### config.mk
export PLATFORM = sky130hd
export DESIGN_NAME = sha256_block_sequencer
export DESIGN_NICKNAME = d
export VERILOG_FILES = /design/src/rtl/sha256_pkg.sv /design/src/rtl/sha256_seq_watchdog.sv /design/src/rtl/sha256_block_sequencer.sv
export SDC_FILE = /design/constraint.sdc
export NUM_CORES = 2
export LEC_CHECK = 0
export BUFFER_PORTS_ARGS = -buffer_cell sky130_fd_sc_hd__buf_2
export CAP_MARGIN = 30
export CORE_AREA = 2 2 726 728
export DETAILED_ROUTE_END_ITERATION = 8
export DIE_AREA = 0 0 728 730
export GPL_ROUTABILITY_DRIVEN = 0
export PLACE_DENSITY_LB_ADDON = 0.15
export SLEW_MARGIN = 20
export SYNTH_ARGS = -nofsm -noshare
export SYNTH_HDL_FRONTEND = slang
export SYNTH_SLANG_ARGS = --single-unit
### constraint.sdc
create_clock -name clk -period 2.3 [get_ports clk]
set_input_delay 0.23 -clock clk [delete_from_list [all_inputs] [get_ports clk]]
set_output_delay 0.23 -clock clk [all_outputs]
set_load 0.005 [all_outputs]
### src/rtl/sha256_pkg.sv
// Shared constants and state encoding for the SHA-256 block sequencer.
package sha256_pkg;

  localparam int BLOCK_W  = 512;
  localparam int DIGEST_W = 256;

  localparam logic [DIGEST_W-1:0] SHA256_IV =
    256'h6a09e667_bb67ae85_3c6ef372_a54ff53a_510e527f_9b05688c_1f83d9ab_5be0cd19;

  typedef enum logic [1:0] {
    ST_IDLE  = 2'd0,
    ST_START = 2'd1,
    ST_RUN   = 2'd2,
    ST_OUT   = 2'd3
  } seq_state_t;

endpackage

### src/rtl/sha256_seq_watchdog.sv
// Clearable RUN-cycle counter; expired flags TIMEOUT-1 cycles spent waiting on the core.
module sha256_seq_watchdog #(
  parameter int TIMEOUT = 72
) (
  input  logic clk,
  input  logic reset_n,
  input  logic clear,
  input  logic enable,
  output logic expired
);

  localparam int W = $clog2(TIMEOUT + 1);

  logic [W-1:0] count_reg;

  // Saturates at the expiry point so a stalled exit can never wrap back to zero.
  always_ff @(posedge clk or negedge reset_n) begin
    if (!reset_n) begin
      count_reg <= '0;
    end else if (clear) begin
      count_reg <= '0;
    end else if (enable && !expired) begin
      count_reg <= count_reg + W'(1);
    end
  end

  assign expired = (count_reg == W'(TIMEOUT - 1));

endmodule

### src/rtl/sha256_block_sequencer.sv
// Feeds padded blocks into an external sha256_core, chains intermediate hashes
// and returns the final digest over a valid/ready handshake.
module sha256_block_sequencer
  import sha256_pkg::*;
#(
  parameter int CNT_W   = 32,
  parameter int TIMEOUT = 72
) (
  input  logic                clk,
  input  logic                reset_n,
  input  logic                blk_valid,
  output logic                blk_ready,
  input  logic [BLOCK_W-1:0]  blk_data,
  input  logic                blk_last,
  output logic                core_input_valid,
  output logic [DIGEST_W-1:0] core_hash_in,
  output logic [BLOCK_W-1:0]  core_data_in,
  input  logic                core_output_valid,
  input  logic [DIGEST_W-1:0] core_hash_out,
  output logic                digest_valid,
  input  logic                digest_ready,
  output logic [DIGEST_W-1:0] digest,
  output logic                digest_err,
  output logic                busy,
  output logic [CNT_W-1:0]    msg_count,
  output logic [CNT_W-1:0]    blk_count
);

  seq_state_t          state_reg;
  logic                first_reg;
  logic                last_reg;
  logic [BLOCK_W-1:0]  data_reg;
  logic [DIGEST_W-1:0] h_reg;
  logic [DIGEST_W-1:0] digest_reg;
  logic                digest_err_reg;
  logic [CNT_W-1:0]    msg_count_reg;
  logic [CNT_W-1:0]    blk_count_reg;
  logic                blk_ready_reg;
  logic                core_input_valid_reg;
  logic                digest_valid_reg;
  logic                busy_reg;
  logic                wd_expired;

  sha256_seq_watchdog #(
    .TIMEOUT (TIMEOUT)
  ) u_watchdog (
    .clk     (clk),
    .reset_n (reset_n),
    .clear   (state_reg == ST_START),
    .enable  (state_reg == ST_RUN),
    .expired (wd_expired)
  );

  always_ff @(posedge clk or negedge reset_n) begin
    if (!reset_n) begin
      state_reg            <= ST_IDLE;
      first_reg            <= 1'b1;
      last_reg             <= 1'b0;
      data_reg             <= '0;
      h_reg                <= '0;
      digest_reg           <= '0;
      digest_err_reg       <= 1'b0;
      msg_count_reg        <= '0;
      blk_count_reg        <= '0;
      blk_ready_reg        <= 1'b1;
      core_input_valid_reg <= 1'b0;
      digest_valid_reg     <= 1'b0;
      busy_reg             <= 1'b0;
    end else begin
      core_input_valid_reg <= 1'b0;
      case (state_reg)
        ST_IDLE: begin
          if (blk_valid) begin
            data_reg             <= blk_data;
            last_reg             <= blk_last;
            blk_ready_reg        <= 1'b0;
            core_input_valid_reg <= 1'b1;
            busy_reg             <= 1'b1;
            state_reg            <= ST_START;
          end
        end
        // The core's round counter may still read 64 here, so its valid is not trusted yet.
        ST_START: begin
          state_reg <= ST_RUN;
        end
        ST_RUN: begin
          if (core_output_valid) begin
            h_reg         <= core_hash_out;
            first_reg     <= 1'b0;
            blk_count_reg <= blk_count_reg + CNT_W'(1);
            if (last_reg) begin
              digest_reg       <= core_hash_out;
              digest_valid_reg <= 1'b1;
              state_reg        <= ST_OUT;
            end else begin
              blk_ready_reg <= 1'b1;
              state_reg     <= ST_IDLE;
            end
          end else if (wd_expired) begin
            digest_reg       <= '0;
            digest_err_reg   <= 1'b1;
            digest_valid_reg <= 1'b1;
            state_reg        <= ST_OUT;
          end
        end
        ST_OUT: begin
          if (digest_ready) begin
            first_reg <= 1'b1;
            if (!digest_err_reg) begin
              msg_count_reg <= msg_count_reg + CNT_W'(1);
            end
            digest_err_reg   <= 1'b0;
            digest_valid_reg <= 1'b0;
            blk_ready_reg    <= 1'b1;
            busy_reg         <= 1'b0;
            state_reg        <= ST_IDLE;
          end
        end
        default: begin
          state_reg <= ST_IDLE;
        end
      endcase
    end
  end

  // Hash_out is combinational in Hash_in, so both core inputs come straight from held registers.
  assign core_hash_in     = first_reg ? SHA256_IV : h_reg;
  assign core_data_in     = data_reg;
  assign core_input_valid = core_input_valid_reg;
  assign blk_ready        = blk_ready_reg;
  assign digest_valid     = digest_valid_reg;
  assign digest           = digest_reg;
  assign digest_err       = digest_err_reg;
  assign busy             = busy_reg;
  assign msg_count        = msg_count_reg;
  assign blk_count        = blk_count_reg;

endmodule

Yosys cells after proc, flatten, opt, wreduce, memory -nomap -nowiden
Cells that the tools add are included.
{ "totals": {"in_bits": 774, "register_bits": 1104, "wordCells": 79} }
{ "classes": {"add_sub_neg": 3, "n_reduce_logical": 18, "mux": 30, "eq_ne": 13, "bitwise": 1} }
{ "ops": {"columns": ["operator", "count"], "rows": [
  ["256-bit two-way mux", 4],
  ["32-bit by 1-bit adder with 32-bit output (second input constant)", 2],
  ["3-bit AND reduction", 5],
  ["7-bit two-way mux", 2],
  ["1-bit two-way mux", 13],
  ["2-bit inequality test (second input constant)", 6],
  ["2-bit two-way mux", 5],
  ["1-bit one-hot mux with 2 select lines", 4],
  ["2-bit one-hot mux with 4 select lines", 1],
  ["4-bit AND reduction", 2],
  ["2-bit nonzero test", 4],
  ["7-bit by 1-bit adder with 7-bit output (second input constant)", 1],
  ["7-bit equality test (second input constant)", 1],
  ["3-bit inequality test (second input constant)", 2],
  ["5-bit AND reduction", 1],
  ["2-bit equality test (second input constant)", 2],
  ["2-bit AND reduction", 2],
  ["1-bit one-hot mux with 3 select lines", 1],
  ["3-bit nonzero test", 1],
  ["2-bit by 1-bit equality test with 1-bit output (second input constant)", 1],
  ["2-bit logical NOT", 1],
  ["2-bit by 1-bit inequality test with 1-bit output (second input constant)", 1],
  ["1-bit logical AND", 1],
  ["1-bit logical NOT", 1],
  ["1-bit inverter", 1]
]} }

Logic depth before layout (Yosys ltp)
{ "depth": {"ltp_word": 5, "ltp_mapped": 8, "mapped_depth_nobuf": 6} }

Modules after synthesis
Synthesis repeated with hierarchy kept, for this count alone.
{ "unflattened": {"cells_unflattened": 3364, "hier_area_um2": 43176.4} }
{ "by_module_without_submodules": {"columns": ["module", "area_each_um2", "instances", "seq_area_each_um2", "cells_per_inst"], "rows": [
  ["sha256_block_sequencer", 42749.8, 1, 27453.8, 3319],
  ["sha256_seq_watchdog", 426.7, 1, 175.2, 45]
]} }

Worst setup path before layout
No wires, ideal clock.
{ "synth_timing": {"path_kind": "reg-to-reg", "from": "register state_reg[0]", "to": "register data_reg[364], in the netlist core_data_in[364]", "path_stages_with_launch": 8, "path_slack_ps": 250, "arrival_ps": 1925, "cell_sequence": "dfrtp_1 -> inv_1 -> ha_1 -> and2_1 -> clkbuf_1 -> clkbuf_1 -> buf_2 -> mux2_2"} }
{ "synth_between": {"elab_chain_cells": 2} }
{ "synth_lines": {"columns": ["element", "line", "rtl"], "rows": [
  ["start, declared", "sha256_block_sequencer.sv:29", "seq_state_t state_reg;"],
  ["start signal, assigned", "sha256_block_sequencer.sv:56", "state_reg <= ST_IDLE;"],
  ["start signal, assigned", "sha256_block_sequencer.sv:79", "state_reg <= ST_START;"],
  ["start signal, assigned", "sha256_block_sequencer.sv:84", "state_reg <= ST_RUN;"],
  ["2-bit logical NOT", "sha256_block_sequencer.sv:71", "case (state_reg)"],
  ["2-bit AND reduction (no line)", null, null],
  ["end signal, assigned", "sha256_block_sequencer.sv:74", "data_reg <= blk_data;"],
  ["end, declared", "sha256_block_sequencer.sv:32", "logic [BLOCK_W-1:0] data_reg;"]
]} }
Every way passes these cells.
A chain may end at the register's enable or synchronous reset.

Final worst setup path
{ "layout_timing": {"from": "register first_reg", "to": "output core_hash_in[67]"} }
{ "layout_between": {"elab_chain_cells": 1} }
{ "layout_lines": {"columns": ["element", "line", "rtl"], "rows": [
  ["start, declared", "sha256_block_sequencer.sv:30", "logic first_reg;"],
  ["start signal, assigned", "sha256_block_sequencer.sv:57", "first_reg <= 1'b1;"],
  ["start signal, assigned", "sha256_block_sequencer.sv:89", "first_reg <= 1'b0;"],
  ["start signal, assigned", "sha256_block_sequencer.sv:108", "first_reg <= 1'b1;"],
  ["256-bit two-way mux", "sha256_block_sequencer.sv:127", "assign core_hash_in = first_reg ? SHA256_IV : h_reg;"],
  ["end, declared", "sha256_block_sequencer.sv:16", "output logic [DIGEST_W-1:0] core_hash_in,"]
]} }
Every way passes these cells.

==> run metrics <==
Fmax=0.392 GHz; Final ANT Viol Nets=0; syn_nets=4165; total die area=531000 um^2; placed cell count=12.2k; setup_tns=-38340 ps; Reg clk slew, reported paths=60 ps; Hold Path Class=primary input to async pin; worst r2r dst=digest[110]$_DFFE_PN0P_; antenna violations before repair=162; worst-case clock buffer depth=4; Core Box Area=524000 um^2; WS Path Type=flip-flop to output port; nets=6987; Cell variety after synth=45; Seq. cell area=27600 um^2; Avg Cell Area, Syn=13.3 um^2; DRT iter0 DRCs=1944; H-tree depth=4; Register-to-Register Path Depth=6; worst path arrival time=2320 ps; Die H=730 um; total of max-cap violations=0; Final setup viols=251; GRT Overall Usage=12.7%; ratio of final minimum period to clock period=111%; number of clock buffers inserted by TritonCTS=167; Cells after Synth=3383; max incr delay on CP=520 ps; drt total wl=355 mm; sequential-to-total area share from yosys stat=61.6%; vias in the first global route=42.9k; Slew HR=51.4%; r2r startpoint=u_watchdog.count_reg[4]$_DFFE_PN0P_; P_leak=34.8 nW; Req. time, crit path=2070 ps; Netlist Area Pre-Place=44800 um^2; outcome=finished with violations; CP most frequent cell=buf_16; largest net degree at the start of global routing=103; Area Overhead vs Synth=76.1%; Fin. Hold Viols=0; routed len/inst=26.6 um; CTS tree=built; # DRC=0; RSZ-0062 raised after global routing=yes; crit path time final=2550 ps; Yosys reg bits=1104; Vias=40.1k; top-area cell type share of the netlist area=61.5%; vias per cell=3.01; fillers=58.9k; die width=728 um; CP Capture Type=output port; PortBufs=1866; Worst Path Buf+Inv=4; global-route wire length before repair=451 mm; multi-input logic area=15200 um^2; maximum vdd drop=0.604 mV; CP cell instances=buf_16 -> buf_16 -> buf_16 -> or2_2 -> buf_2; number of synthesized flops with an enable pin=0; CP max-delay cell=dfstp_4; # clock sinks=1104; Pwr Density=1390 nW/um^2; Largest register FFs=512; First-pass DRT Iterations=5; Max FO, Critical Path=9; slack of the worst reg-to-reg path=80 ps; final cell count without fillers=13.3k; layout cells sized above 1=52.6%; fin. max-slew vios=0; Most used DFF post-synth=dfrtp_1; area leader, netlist=dfrtp_1; Ys Warns=0; Cell Rows=266; clk root buf=clkbuf_16; startpoint types=flip-flop; DP HPWL=293 mm; fin worst setup slack=-249 ps; clock latency on the worst-skew pair=900 ps; violated checks=negative setup slack; total gr overflow=0; I/O pin total=1867; clock skew=76.1 ps; CP top delay family=buffers and inverters; share of synthesized registers carrying an async set or reset=100%; Starting Density=8.56%; measured slew at the worst slew-check pin=729 ps; synth top area cells=dfrtp_1, mux2_2, nand4_1
what timing repair did:
| item | 4_1_cts | 5_1_grt |
|---|---|---|
| resized for setup | 134 | 102 |
| hold endpoints to repair | 2034 | 0 |
| pin swaps | 13 | 14 |
| setup endpoints to repair | 277 | 317 |
| cloned | 7 | 13 |
| hold buffers | 792 | 0 |
| setup buffers | 10 | 8 |
layout make-up:
cell class,count,share of cell area [%]
sequential,1104,35.0
inverter,269,1.28
multi-input combinational,1775,19.2
tap,6968,11.0
antenna,46,0.146
clock buffer,236,6.07
timing repair buffer,2888,26.4
clock inverter,57,0.879
Yosys cell counts (all sizes together), types with 17 or more instances:
master and count:
dfrtp 1102, mux2 771, nand4 280, inv 269
o21ai 262, clkbuf 139, or2 137, nor2b 121
buf 96, xnor2 46, nand2 24, nand3 24
xor2 20, nor3 17
placed cells by master (no fill, tap or decap), drive strengths merged, types with 2 or more instances in the layout:
cell type,n
buf,2086
dfrtp,1102
dlygate4sd3,792
mux2,771
nand4,280
inv,274
o21ai,262
clkbuf,246
or2,137
nor2b,121
diode,46
xnor2,46
clkinv,35
nand2,24
nand3,24
xor2,20
nor3,17
nor2,13
and3,11
bufinv,11
ha,8
and4,7
a21oi,6
clkinvlp,6
nor4,5
and2,5
mux2i,3
a22o,3
or4b,2
dfstp,2
routing by layer:
layer	part of all wire (%)	up-vias	global-route usage, %	wire length [um]
met5	0.091	-	0	322
met4	4.2	28	4.65	15000
met3	9.0	519	4.65	31800
met2	47	1739	21.1	166000
met1	40	20427	15.1	142000
li1	-	17428	-	-
worst reg2reg max path: stages (launching register included):
cell     delay [ps]
dfrtp_1         380
or4b_4          580
o21ai_2         200
and2_4          300
buf_4           180
buf_12          270
o21ai_0         220
report_power, final:
part	switching, mW	internal [mW]	total, mW
logic	26.5	21.1	47.6
clock network	10.7	15.7	26.5
registers	6.74	28.9	35.6
total	44.0	65.7	110
through the flow:
stage | area [um^2] | utilization [%] | worst slack [ps] | hold slack (ps) | power (mW)
3_3_place_gp | 63900 | 12.2 | -63.4 | 359 | 80.7
3_5_place_dp | 63900 | 12.2 | -14.3 | 356 | 80.7
2_1_floorplan | 44800 | - | 250 | -65.6 | 49.6
4_1_cts | 78100 | 14.9 | -419 | 4.27 | 112
6_report | 79000 | 15.1 | -249 | 107 | 110
5_1_grt | 78900 | 15.1 | -372 | 44.7 | 117
worst max-delay path by stage:
stage	start	to	slack, ps	cells after the start
6_report	first_reg$_DFFE_PN1P_	core_hash_in[67]	-250	5
3_5_place_dp	state_reg[0]$_DFFE_PN0P_	blk_count[26]$_DFFE_PN0P_	-10	9
2_1_floorplan	state_reg[0]$_DFFE_PN0P_	core_data_in[364]$_DFFE_PN0P_	250	7
4_1_cts	first_reg$_DFFE_PN1P_	core_hash_in[78]	-420	5
5_1_grt	first_reg$_DFFE_PN1P_	core_hash_in[67]	-370	5
3_3_place_gp	state_reg[0]$_DFFE_PN0P_	u_watchdog.count_reg[0]$_DFFE_PN0P_	-60	7
logic make-up after synthesis:
group	synth area share (%)
buf+inv	5.10
flops	61.6
compound gates	3.50
simple gates	8.84
fa+ha+maj	0.223
mux	19.4
xor+xnor	1.29
Power figures use the tool's default switching activity.
